`config.mk`:
```
export PLATFORM = sky130hd
export DESIGN_NAME = regfile_dump
export DESIGN_NICKNAME = d
export VERILOG_FILES = /design/src/rtl/regfile_dump.sv
export SDC_FILE = /design/constraint.sdc
export NUM_CORES = 1
export LEC_CHECK = 0
export CAP_MARGIN = 25
export CORE_ASPECT_RATIO = 0.75
export CORE_MARGIN = 2
export CORE_UTILIZATION = 38
export CTS_CLUSTER_DIAMETER = 50
export DETAILED_ROUTE_END_ITERATION = 7
export GPL_TIMING_DRIVEN = 0
export PLACE_DENSITY = 0.76
export SLEW_MARGIN = 20
export SYNTH_ARGS = -nofsm -noshare
export SYNTH_HDL_FRONTEND = slang
export SYNTH_SLANG_ARGS = --single-unit
```
`constraint.sdc`:
```
create_clock -name clk -period 1.57 [get_ports clk]
set_clock_uncertainty 0.1 [all_clocks]
set_input_delay 0.314 -clock clk [delete_from_list [all_inputs] [get_ports clk]]
set_output_delay 0.314 -clock clk [all_outputs]
set_load 0.01 [all_outputs]
```
`src/rtl/regfile_dump.sv`:
```
// -----------------------------------------------------------------------------
// regfile_dump
//
// Walks a register file through its asynchronous read port and streams each
// register as an {address, data} word over a valid/ready handshake. The range
// runs from first_addr up to last_addr inclusive and wraps through the top
// index when first_addr > last_addr.
//
// Ports:
//   clk        - single clock, all state changes on the rising edge
//   rst        - asynchronous, active-low reset
//   start      - dump request, only honoured while idle
//   abort      - cancels a dump in progress (no done pulse)
//   first_addr - first register index, latched when start is accepted
//   last_addr  - last register index, latched when start is accepted
//   rd_addr    - register-file read address (always the current pointer)
//   rd_data    - combinational read data for rd_addr
//   out_valid  - out_addr/out_data hold a word
//   out_ready  - consumer accepts the word on the next edge
//   out_addr   - register index of the presented word
//   out_data   - register contents of the presented word
//   busy       - high whenever the block is not idle
//   done       - one-cycle pulse after the last word has been accepted
// -----------------------------------------------------------------------------
module regfile_dump #(
    parameter int ADDR_W = 5,
    parameter int DATA_W = 32
) (
    input  logic              clk,
    input  logic              rst,
    input  logic              start,
    input  logic              abort,
    input  logic [ADDR_W-1:0] first_addr,
    input  logic [ADDR_W-1:0] last_addr,
    output logic [ADDR_W-1:0] rd_addr,
    input  logic [DATA_W-1:0] rd_data,
    output logic              out_valid,
    input  logic              out_ready,
    output logic [ADDR_W-1:0] out_addr,
    output logic [DATA_W-1:0] out_data,
    output logic              busy,
    output logic              done
);

    typedef enum logic [1:0] {
        ST_IDLE  = 2'd0,
        ST_FETCH = 2'd1,
        ST_SEND  = 2'd2,
        ST_DONE  = 2'd3
    } state_t;

    localparam logic [ADDR_W-1:0] ADDR_ZERO = {ADDR_W{1'b0}};
    localparam logic [ADDR_W-1:0] ADDR_ONE  = {{(ADDR_W-1){1'b0}}, 1'b1};
    localparam logic [DATA_W-1:0] DATA_ZERO = {DATA_W{1'b0}};

    state_t              state_q, state_d;
    logic [ADDR_W-1:0]   cur_q, cur_d;
    logic [ADDR_W-1:0]   end_q, end_d;
    logic [ADDR_W-1:0]   out_addr_q, out_addr_d;
    logic [DATA_W-1:0]   out_data_q, out_data_d;
    logic                out_valid_q, out_valid_d;

    // Next-state and datapath decode; every path starts from "hold".
    always_comb begin
        state_d     = state_q;
        cur_d       = cur_q;
        end_d       = end_q;
        out_addr_d  = out_addr_q;
        out_data_d  = out_data_q;
        out_valid_d = out_valid_q;

        case (state_q)
            ST_IDLE: begin
                // start wins over a simultaneous abort here: abort only
                // cancels dumps that are already running.
                if (start) begin
                    cur_d   = first_addr;
                    end_d   = last_addr;
                    state_d = ST_FETCH;
                end else begin
                    state_d = ST_IDLE;
                end
            end

            ST_FETCH: begin
                if (abort) begin
                    out_valid_d = 1'b0;
                    state_d     = ST_IDLE;
                end else begin
                    // rd_data is sampled at this edge, so a same-edge write
                    // to the register file is not yet visible.
                    out_data_d  = rd_data;
                    out_addr_d  = cur_q;
                    out_valid_d = 1'b1;
                    state_d     = ST_SEND;
                end
            end

            ST_SEND: begin
                if (abort) begin
                    out_valid_d = 1'b0;
                    state_d     = ST_IDLE;
                end else if (out_ready) begin
                    out_valid_d = 1'b0;
                    if (cur_q == end_q) begin
                        state_d = ST_DONE;
                    end else begin
                        // Natural ADDR_W-bit overflow gives the wrap to 0.
                        cur_d   = cur_q + ADDR_ONE;
                        state_d = ST_FETCH;
                    end
                end else begin
                    state_d = ST_SEND;
                end
            end

            ST_DONE: begin
                state_d = ST_IDLE;
            end

            default: begin
                out_valid_d = 1'b0;
                state_d     = ST_IDLE;
            end
        endcase
    end

    // State and datapath registers with asynchronous clear.
    always_ff @(posedge clk or negedge rst) begin
        if (!rst) begin
            state_q     <= ST_IDLE;
            cur_q       <= ADDR_ZERO;
            end_q       <= ADDR_ZERO;
            out_addr_q  <= ADDR_ZERO;
            out_data_q  <= DATA_ZERO;
            out_valid_q <= 1'b0;
        end else begin
            state_q     <= state_d;
            cur_q       <= cur_d;
            end_q       <= end_d;
            out_addr_q  <= out_addr_d;
            out_data_q  <= out_data_d;
            out_valid_q <= out_valid_d;
        end
    end

    // Outputs come straight from registers or from the state register only,
    // so nothing combinational reaches them from out_ready or abort.
    assign rd_addr   = cur_q;
    assign out_valid = out_valid_q;
    assign out_addr  = out_addr_q;
    assign out_data  = out_data_q;
    assign busy      = (state_q != ST_IDLE);
    assign done      = (state_q == ST_DONE);

endmodule

```
---- Word level (Yosys, flattened, before mapping) ----
Index checks and enable logic that the tools add are counted.
word-level totals
  register bits after elaboration ......... 50
  logic and storage cells ................. 40
  input port bits ......................... 47
cells by class
  equality and inequality tests ........... 9
  bitwise operators ....................... 1
  add/sub/neg operators ................... 1
  reduce and logical (&&, ||, !) cells .... 8
  multiplexer cells ....................... 15
operators by type and width
  cell                                                             count
  5-bit 2-to-1 mux                                                 4
  5-bit one-hot mux with 2 select lines                            1
  2-bit 2-to-1 mux                                                 4
  2-bit != test, second input constant                             4
  2-bit one-hot mux with 4 select lines                            1
  2-bit AND reduction                                              3
  2-bit nonzero test                                               3
  5-bit by 1-bit adder with 5-bit output, second input constant    1
  5-bit == test                                                    1
  5-bit AND reduction                                              1
  2-bit == test, second input constant                             2
  1-bit 2-to-1 mux                                                 4
  3-bit != test, second input constant                             1
  2-bit by 1-bit == test with 1-bit output, second input constant  1
  2-bit logical NOT                                                1
  1-bit one-hot mux with 2 select lines                            1
  1-bit NOT                                                        1

---- Depth between registers and ports, before layout ----
Gate-level depths: netlist of run 1.
  depth in word-level cells ............... 5
  depth in mapped cells ................... 5
  depth with buffers taken out ............ 4

---- Worst setup path after synthesis of run 1 ----
OpenSTA, ideal clock, no wires.
  path type ............................... register to register
  start point ............................. register state_q[1]
  end point ............................... register cur_q[1], in the netlist rd_addr[1]
  arrival time ............................ 1.460 ns
  cell stages (with the launch flop) ...... 5
  path buffers ............................ 0
  data required time ...................... 1.342 ns
  period minus slack after synthesis ...... 1.687 ns
  setup slack ............................. -0.117 ns
  cells stage by stage .................... dfrtp_1 > nor3b_4 > nor3_4 > a21oi_2 > mux2_1
between the ends
  longest elaborated chain between the ends .. 3
  elaborated cells on any way between the ends .. 9
  those cells by class .................... 5 x eq/ne; 1 x mux; 3 x reduce/logical
ends and longest elaborated chain
  element                                                               RTL line  text
  start: declaration                                                    56        state_t state_q, state_d;
  start signal: assignment                                              138       state_q <= state_d;
  2-bit == test / 2-bit logical NOT (equally long branches)             72        case (state_q)
  2-bit != test (no line) / 2-bit nonzero test (equally long branches)  n/a
  5-bit AND reduction (no line)                                         n/a
  end signal: assignment                                                139       cur_q <= cur_d;
  end: declaration                                                      57        logic [ADDR_W-1:0] cur_q, cur_d;
Parallel ways exist; a longest one is shown, timed or not.
A chain may end at the register's enable or synchronous reset.

---- Worst setup path after layout of run 1 ----
  start point ............................. register cur_q[2], in the netlist rd_addr[2]
  end point ............................... register cur_q[1], in the netlist rd_addr[1]
between the ends
  longest elaborated chain between the ends .. 3
ends and longest elaborated chain
  element                        RTL line  text
  5-bit == test                  105       if (cur_q == end_q) begin
  2-bit != test (no line)        n/a
  5-bit AND reduction (no line)  n/a
Every way passes these cells.

==> results of run 1 <==
## state kept, by name (all words and copies together), names as in the netlist
signal and count:
out_addr 5, out_valid 1, state_q 2, out_data 32, end_q 5, rd_addr 5
## path summary, 6_finish.rpt
path,start,to,slack [ns],depth (start not counted)
max,rd_addr[2],rd_addr[1],-0.05,4
min in group asynchronous,rst,rd_addr[3],0.49,2
max reg2reg,rd_addr[2],rd_addr[1],-0.05,4
min,out_data[15],out_data[15],0.40,1
max in group asynchronous,rst,state_q[1],0.44,2
min reg2reg,out_data[15],out_data[15],0.40,1
## through the flow
step	setup slack, ns	utilization [%]	setup TNS [ns]	instances	instance area (um2)
3_3_place_gp	-1.60	58.2	-89.08	313	3130
5_1_grt	-0.102	62.9	-2.47	339	3390
3_5_place_dp	-0.679	58.2	-18.68	313	3130
4_1_cts	-0.0281	61.9	-0.0394	337	3330
6_report	-0.0485	62.9	-0.333	339	3390
2_1_floorplan	-0.115	-	-0.115	147	2130
## power by group
part / total (uW) / leakage [uW] / internal, uW / switching (uW)
Clock: 712 / 0.0000395 / 317 / 394
Sequential: 2150 / 0.000580 / 1830 / 320
Combinational: 2420 / 0.000857 / 1370 / 1050
Total: 5290 / 0.00148 / 3520 / 1770
## cell families (layout without fill, tap and decap cells)
| logic type | after synthesis | after routing | share of synthesized area [%] |
|---|---|---|---|
| mux | 43 | 43 | 22.8 |
| fa+ha+maj | 1 | 1 | 0.588 |
| compound gates | 18 | 18 | 7.06 |
| xor+xnor | 5 | 5 | 2.06 |
| simple gates | 22 | 22 | 6.36 |
| flops | 50 | 50 | 58.9 |
| buf+inv | 8 | 125 | 2.30 |
## cell usage in the layout, fill, tap and decap left out, types with 3 or more instances in the layout
master / Yosys / final
a2bb2oi_1: 3 / 3
buf_4: 0 / 15
buf_6: 2 / 6
clkbuf_1: 0 / 3
clkbuf_8: 0 / 5
clkdlybuf4s50_1: 0 / 44
dfrtp_1: 50 / 44
dfrtp_2: 0 / 6
dlygate4sd2_1: 0 / 44
inv_1: 3 / 3
mux2_2: 42 / 42
nand2_1: 7 / 7
nand3_1: 3 / 3
nor2_1: 4 / 4
o21ai_0: 3 / 3
xor2_1: 5 / 5
## routing by layer
metal | up-vias | track usage [%] | wire length, um
met2 | 73 | 26.8 | 2280
met1 | 781 | 22.3 | 2350
li1 | 762 | - | -
met5 | - | 0 | 0
met4 | 0 | 5.19 | 39
met3 | 5 | 6.96 | 450
## timing repair
item                       4_1_cts  5_1_grt
setup buffers                   15        1
cloned                           0        1
resized for setup               71        4
hold buffers                     1        0
hold endpoints to repair        50        0
setup endpoints to repair       85       40
pin swaps                        4        3
## layout make-up
| class | count | area (um2) | area share (%) |
|---|---|---|---|
| tap | 75 | 93.8 | 2.77 |
| timing repair buffer | 109 | 1020 | 30.2 |
| buffer | 5 | 53.8 | 1.59 |
| clock buffer | 8 | 80.1 | 2.37 |
| inverter | 3 | 11.3 | 0.333 |
| multi-input combinational | 89 | 866 | 25.6 |
| sequential | 50 | 1260 | 37.2 |
==> results.txt, run 1 <==
Status: finished with violations
Failing checks: setup timing
Antenna violations before repair: 0
Least-Margin Pin Slew: 0.620 ns
Netlist cell types: 30
Die width: 90.4 um
Syn Nets: 195
N_diodes: 0
Clk sinks: 50
Max rail drop VDD: 0.706 mV
Vias in the first global route: 1597
Starting Density: 39.5%
Top post-synthesis cells by count: 50 x dfrtp_1, 42 x mux2_2, 7 x nand2_1
Synthesis Warnings: 0
All-Layer GR Usage: 17.1%
Filler cell count: 455
Sum of buffers and inverters on the critical path: 0
Num CTS Buffers: 5
Post-synth EDFFs: 0
Hold Slack: 0.405 ns
Clock Root Buffer: clkbuf_8
CTS tree: yes
Yosys top cell area share: 58.9%
Critical Path Start Type: register
Most frequent cell after synthesis: dfrtp_1
Overflow after GRT: 0
Die height: 68.8 um
Final setup viols: 27
Min Tclk post-route: 1.62 ns
Crit path max-delay cell type: dfrtp_2
Register area share after synthesis: 58.9%
DRC violations left: 0
First-pass GRT wire length: 8160 um
Core Area: 0.00538 mm2
Pin count of the biggest net entering global routing: 51
Delay-heaviest family, CP: flip-flops
IO Port Bufs: 91
Max incr delay on CP: 0.44 ns
H-tree depth: 2
Syn-to-layout area delta: 59.3%
Final Total Pwr: 5290 uW
Most used DFF post-synth: dfrtp_1
Post-Synthesis Cells: 147
Crit Path Max Fanout: 5
Hold Crit Class: reg -> reg
Routed WL: 5120 um
Peak Freq: 0.618 GHz
Crit path kind: reg -> reg
Placer Congestion: 0.768
Iter 0 DRT Violations: 35
Clk slew on worst S/H paths: 0.09 ns
Critical Path RT: 1.66 ns
Unrepaired setup endpoints after global routing: true
Final ANT Viol Nets: 0
Num rows: 23
Via count: 1621
Via/cell ratio: 4.78
Layout cells sized above 1: 34.1%
Flops & latches, synth: 50
CP Data Arrival Time: 1.70 ns
Max-slew headroom: 58.7%
PnR worst setup slack: -0.0485 ns
CTS Buffer Depth: 2
Ports: 92
Hpwl dp: 3570 um
DIE AREA: 0.00621 mm2
Post-Syn Area per Cell: 14.5 um2
Critical Path Sink Type: register
Yosys top cell by area: dfrtp_1
Slew Limit Fails: 0
Tcrit/Tclk final: 103%
Final hold viol count: 0
Async set-or-reset flop fraction in the synthesized netlist: 100%
TritonRoute pass-1 iters: 4
Worst-skew pair later-pin latency: 0.29 ns
Synth top area cells: dfrtp_1 59%, mux2_2 22%, xor2_1 2.1%, nand2_1 1.2%, a221oi_1 1.2%
Max cap viols: 0
PwrDens: 1560 mW/mm2
Critical-path cell list: xor2_1 -> nor3_4 -> a21oi_4 -> mux2_4
DR WL/cell: 15.1 um
Fin nets: 311
Leak: 0.00148 uW
Area of the mapped netlist: 0.00213 mm2
Power figures use the tool's default switching activity.
==> run 2, diff against run 1 <==
--- a/config.mk
+++ b/config.mk
@@ -13,7 +13,6 @@
 export DETAILED_ROUTE_END_ITERATION = 7
 export GPL_TIMING_DRIVEN = 0
 export PLACE_DENSITY = 0.76
-export SLEW_MARGIN = 20
 export SYNTH_ARGS = -nofsm -noshare
 export SYNTH_HDL_FRONTEND = slang
 export SYNTH_SLANG_ARGS = --single-unit
==> run 2 against run 1 <==
The run still ends with setup timing left. First-iteration DRC count is 130% higher. Register-to-register slack worse by 0.07 ns. Total power is 9.0% higher. Worst setup slack got worse by 0.065 ns. Highest routed layer unchanged.
==> results.txt, run 2 (synthesis results as in run 1) <==
Critical Path RT: 1.70 ns (+0.04 ns)
Max rail drop VDD: 0.759 mV (+7.5%)
Critical Path Sink Type: register
Final setup viols: 11 (-59%)
Pre-CTS setup slack: -0.666 ns (+0.0129 ns)
CTS Buffer Depth: 2 (unchanged)
Via/cell ratio: 4.80 (+0.43%)
Placer Congestion: 0.768 (unchanged)
Syn-to-layout area delta: 67.5%
First-pass GRT wire length: 8300 um (+1.8%)
PwrDens: 1620 mW/mm2 (+3.7%)
Final ANT Viol Nets: 0 (unchanged)
Starting Density: 39.5% (unchanged)
Crit path max-delay cell type: dfrtp_2
Vias in the first global route: 1631 (+2.1%)
Leak: 0.00158 uW (+6.9%)
DR WL/cell: 16.0 um (+6.2%)
Min Tclk post-route: 1.68 ns (+0.0651 ns)
Die width: 90.4 um (unchanged)
Peak Freq: 0.594 GHz (-3.9%)
Hpwl dp: 3660 um (+2.5%)
Clock Root Buffer: clkbuf_8
Ports: 92 (unchanged)
PnR worst setup slack: -0.114 ns (-0.0651 ns)
Clk slew on worst S/H paths: 0.09 ns (about the same)
Antenna violations before repair: 0 (unchanged)
Slew Limit Fails: 0 (unchanged)
Max incr delay on CP: 0.46 ns (+0.02 ns)
Via count: 1652 (+1.9%)
Hold Crit Class: in -> reg
Routed WL: 5510 um (+7.7%)
Filler cell count: 435 (-4.4%)
Core Area: 0.00538 mm2 (unchanged)
Fin nets: 316 (+1.6%)
Unrepaired setup endpoints after global routing: true
Area occupied by registers: 0.00126 mm2 (unchanged)
IO Port Bufs: 91 (unchanged)
Failing checks: setup timing
Least-Margin Pin Slew: 0.596 ns (-0.0242 ns)
All-Layer GR Usage: 17.3% (+0.18 points)
Multi-input gate area in the final layout: 940 um2 (+8.5%)
Final Total Pwr: 5760 uW (+9.0%)
Iter 0 DRT Violations: 79 (+130%)
Num CTS Buffers: 5 (unchanged)
Crit Path Max Fanout: 6 (+1)
Max-slew headroom: 60.3% (+1.6 points)
Max reg flops: 32 (unchanged)
Num rows: 23 (unchanged)
CTS tree: yes
Max cap viols: 0 (unchanged)
DRC violations left: 0 (unchanged)
Final TNS setup: -0.759 ns (-0.426 ns)
N_diodes: 0 (unchanged)
H-tree depth: 2 (unchanged)
Crit path kind: reg -> reg
Most frequent cells in the layout: 44 x dfrtp_1, 44 x dlygate4sd2_1, 43 x clkdlybuf4s50_1
Die height: 68.8 um (unchanged)
Layout cells sized above 1: 38.3% (+4.2 points)
Status: finished with violations
Sum of buffers and inverters on the critical path: 1 (+1)
Clk sinks: 50 (unchanged)
DIE AREA: 0.00621 mm2 (unchanged)
Pin count of the biggest net entering global routing: 27 (-47%)
Delay-heaviest family, CP: flip-flops
TritonRoute pass-1 iters: 4 (unchanged)
Worst-skew pair later-pin latency: 0.30 ns (about the same)
Critical-path cell list: nor3b_4 -> nor3_4 -> buf_4 -> a221oi_2 -> a2bb2oi_1
CP Data Arrival Time: 1.81 ns (+0.11 ns)
Tcrit/Tclk final: 107% (+4.1 points)
Final hold viol count: 0 (unchanged)
Overflow after GRT: 0 (unchanged)
Critical Path Start Type: register
-- run 2: area by class of cell --
cell class / instances / share of cell area, %
plain buffers: 5 / 1.58
clock buffers: 7 / 2.43
clock inverters: 1 / 0.844
inverters: 3 / 0.316
multi-input cells: 89 / 26.4
flip-flops and latches: 50 / 35.4
well taps: 75 / 2.64
repair buffers: 114 / 30.4
-- run 2: per-stage QoR --
stage               cells  hold WS, ns  instance area [um2]  utilization, %
finish                344        0.350                 3560            66.1
global route          344        0.373                 3560            66.1
CTS                   338        0.410                 3410            63.3
detailed placement    314        0.245                 3150            58.5
global placement      313        0.388                 3130            58.2
floorplan             147      -0.0816                 2130               -
-- run 2: repair_timing --
action                                  4_1_cts  5_1_grt
endpoints found under the hold margin        24        0
setup buffers                                15        5
gates resized for setup                      72       23
hold buffers                                  1        0
cloned                                        0        1
endpoints found under the setup margin       86       50
pin swaps                                     4        9
-- run 2: routing by layer --
metal,part of all wire [%],global-route usage (%),vias up,routed length [um]
met2,46,28.1,73,2540
li1,-,-,770,-
met5,0,0,-,0
met1,45,22.2,804,2480
met4,0.65,4.04,0,36
met3,8.3,6.96,5,455
-- run 2: power breakdown --
| group | switching, uW | internal (uW) | total [uW] | leakage, uW |
|---|---|---|---|---|
| Clock | 412 | 520 | 932 | 0.0000585 |
| Combinational | 1150 | 1510 | 2660 | 0.000941 |
| Sequential | 338 | 1830 | 2170 | 0.000580 |
-- run 2: worst min-delay path: cells and delay by family --
kind	cells	cell delay, ns
buffers and inverters	2	0.27
AND/OR/NAND/NOR	1	0.08
AO/OA/AOI/OAI	1	0.05
-- run 2: final timing paths --
path,from,endpoint,slack [ns],cells after the start
worst min register to register,out_data[31],out_data[31],0.41,1
worst max-delay path,state_q[0],rd_addr[3],-0.11,5
min in group asynchronous,rst,rd_addr[3],0.45,2
worst max register to register,state_q[0],rd_addr[3],-0.11,5
max in group asynchronous,rst,state_q[1],0.36,3
worst min-delay path,abort,state_q[1],0.35,4
==> run 3, diff against run 2 <==
--- a/config.mk
+++ b/config.mk
@@ -6,7 +6,6 @@
 export NUM_CORES = 1
 export LEC_CHECK = 0
 export CAP_MARGIN = 25
-export CORE_ASPECT_RATIO = 0.75
 export CORE_MARGIN = 2
 export CORE_UTILIZATION = 38
 export CTS_CLUSTER_DIAMETER = 50
==> run 3 against run 2 <==
The run still ends with setup timing left. Sequential cell count stayed put. Register-to-register slack hardly changed. Design area is 4.7% lower. Routed wire length is 14% lower. Via count is 3.6% lower. Global-route usage is 0.78 points lower. Utilization is 3.8 points lower. Combinational power is 9.8% lower. Cell count is 2.6% lower.
==> results.txt, run 3 (synthesis results as in run 1) <==
Min Tclk post-route: 1.70 ns (+0.0133 ns)
Placer Congestion: 0.742 (-3.4%)
Slew Limit Fails: 0 (unchanged)
CTS Buffer Depth: 2 (unchanged)
CTS tree: yes
IO Port Bufs: 91 (unchanged)
Sw frac: 33.4% (+0.44 points)
Clk slew on worst S/H paths: 0.09 ns (about the same)
Final core utilization: 62.4% (-3.8 points)
N_diodes: 0 (unchanged)
Hold Crit Class: reg -> reg
Via/cell ratio: 4.76 (-0.98%)
Layout cells sized above 1: 34.2% (-4.1 points)
Power share of the sequential group: 39.9% (+2.3 points)
Max cap viols: 0 (unchanged)
Starting Density: 39.1% (-0.42 points)
Critical Path Sink Type: register
Final ANT Viol Nets: 0 (unchanged)
Worst R2R Setup Slack: -0.13 ns (about the same)
Max-slew headroom: 64.9% (+4.7 points)
Worst-skew pair later-pin latency: 0.31 ns (about the same)
Hold_sp: out_data[13]
Critical Path RT: 1.67 ns (-0.03 ns)
First-pass GRT wire length: 7990 um (-3.7%)
FF-to-FF Start: state_q[1]
All-Layer GR Usage: 16.5% (-0.78 points)
Vias in the first global route: 1669 (+2.3%)
NetSw: 1780 uW (-6.3%)
Max rail drop VDD: 0.795 mV (+4.7%)
Antenna violations before repair: 0 (unchanged)
Core Area: 0.00544 mm2 (+1.1%)
Num CTS Buffers: 5 (unchanged)
Syn-to-layout area delta: 59.6%
Inst Count DP: 311 (-0.96%)
Final setup viols: 38 (+27)
Leak: 0.00148 uW (-6.0%)
Worst Reg-to-Reg Cells: 5 (unchanged)
Clock Root Buffer: clkbuf_8
Ports: 92 (unchanged)
WHS Path Cells: 1 (-3)
Hold-critical path endpoint: out_data[13]
Filler cell count: 460 (+5.7%)
Worst R2R End: rd_addr[1]
Most frequent cells in the layout: 45 x dfrtp_1, 45 x clkdlybuf4s50_1, 43 x dlygate4sd2_1
Final hold viol count: 0 (unchanged)
Routed WL: 4770 um (-14%)
Via count: 1593 (-3.6%)
Logic pwr share: 45.0% (-1.2 points)
TritonRoute pass-1 iters: 4 (unchanged)
Failing checks: setup timing
Least-Margin Pin Slew: 0.526 ns (-0.0700 ns)
Unrepaired setup endpoints after global routing: true
Clk sinks: 50 (unchanged)
Crit path kind: reg -> reg
Pre-CTS setup slack: -0.628 ns (+0.0379 ns)
Status: finished with violations
Cell Count, Final, Fillers Out: 335 (-2.6%)
Area occupied by registers: 0.00126 mm2 (about the same)
Pin count of the biggest net entering global routing: 31 (+15%)
Internal: 3550 uW (-8.1%)
Fin nets: 310 (-1.9%)
Multi-input gate area in the final layout: 866 um2 (-7.9%)
Max reg flops: 32 (unchanged)
PwrDens: 1570 mW/mm2 (-3.0%)
Overflow after GRT: 0 (unchanged)
H-tree depth: 2 (unchanged)
CP Data Arrival Time: 1.79 ns (-0.02 ns)
DR WL/cell: 14.2 um (-11%)
Die height: 78.8 um (+15%)
Worst setup path startpoint: state_q[1]
Critical Path Start Type: register
Die width: 78.8 um (-13%)
DRC violations left: 0 (unchanged)
Clock power frac: 15.1% (-1.1 points)
Tcrit/Tclk final: 108% (+0.84 points)
Num rows: 27 (+17%)
DIE AREA: 0.00621 mm2 (about the same)
Hpwl dp: 3400 um (-7.0%)
Crit Path Max Fanout: 6 (unchanged)
Peak Freq: 0.589 GHz (-0.78%)
PnR worst setup slack: -0.127 ns (-0.0133 ns)
Iter 0 DRT Violations: 37 (-53%)
-- run 3: cell count changes in the layout (fill, tap and decap cells not counted), moves of 2 or more --
cell,change
buf_4,-2
buf_12,+2
a221oi_2,-2
clkdlybuf4s50_1,+2
buf_6,-7
mux2_2,+7
xor2_1,+2
a221oi_1,+2
buf_2,+2
mux2_4,-7
-- run 3: power groups by stage --
stage / Combinational [uW] / Clock, uW / Sequential, uW
detailed placement: 2400 / 0 / 2230
finish: 2400 / 806 / 2120
floorplan: 868 / 0 / 2410
global route: 2590 / 883 / 2210
CTS: 2390 / 832 / 2130
global placement: 2370 / 0 / 2200
-- run 3: per-layer routing --
metal | global-route usage, % | up-vias | part of all wire (%)
li1 | - | 754 | -
met1 | 20.2 | 778 | 41
met2 | 28.0 | 57 | 49
met3 | 5.68 | 4 | 9.0
met4 | 4.21 | 0 | 0.71
met5 | 0 | - | 0
-- run 3: worst max-delay path, stage by stage (launching register included) --
cell and delay, ns:
dfrtp_2 0.44, buf_12 0.14, nor3b_4 0.32, a31oi_4 0.10
a21oi_4 0.17, mux2_4 0.31
-- run 3: what timing repair did --
item,CTS,global route
setup endpoints to repair,81,50
buffers inserted,13,2
pin swaps,1,4
hold buffers,1,0
gates resized for setup,66,4
endpoints found under the hold margin,20,0
-- run 3: stage by stage --
stage	setup TNS [ns]	cell area [um2]	hold WS (ns)	power [uW]
finish	-2.36	3390	0.405	5330
global route	-6.16	3390	0.424	5680
CTS	-2.66	3370	0.411	5350
detailed placement	-18.17	3150	0.218	4630
global placement	-90.64	3130	0.388	4570
floorplan	-0.115	2130	-0.0816	3280
-- run 3: worst max path at each step --
stage | end | slack [ns]
after floorplan | rd_addr[1] | -0.11
after global placement | state_q[1] | -1.62
after detailed placement | rd_addr[1] | -0.63
after CTS | rd_addr[1] | -0.1
after global routing | rd_addr[1] | -0.20
final | rd_addr[1] | -0.13
-- run 3: cell type report --
| class | instances | area share [%] |
|---|---|---|
| timing repair buffer | 108 | 30.1 |
| buffer | 5 | 1.47 |
| inverter | 3 | 0.332 |
| clock buffer | 6 | 2.43 |
| tap | 72 | 2.65 |
| sequential | 50 | 37.1 |
| clock inverter | 2 | 0.479 |
| multi-input combinational | 89 | 25.5 |
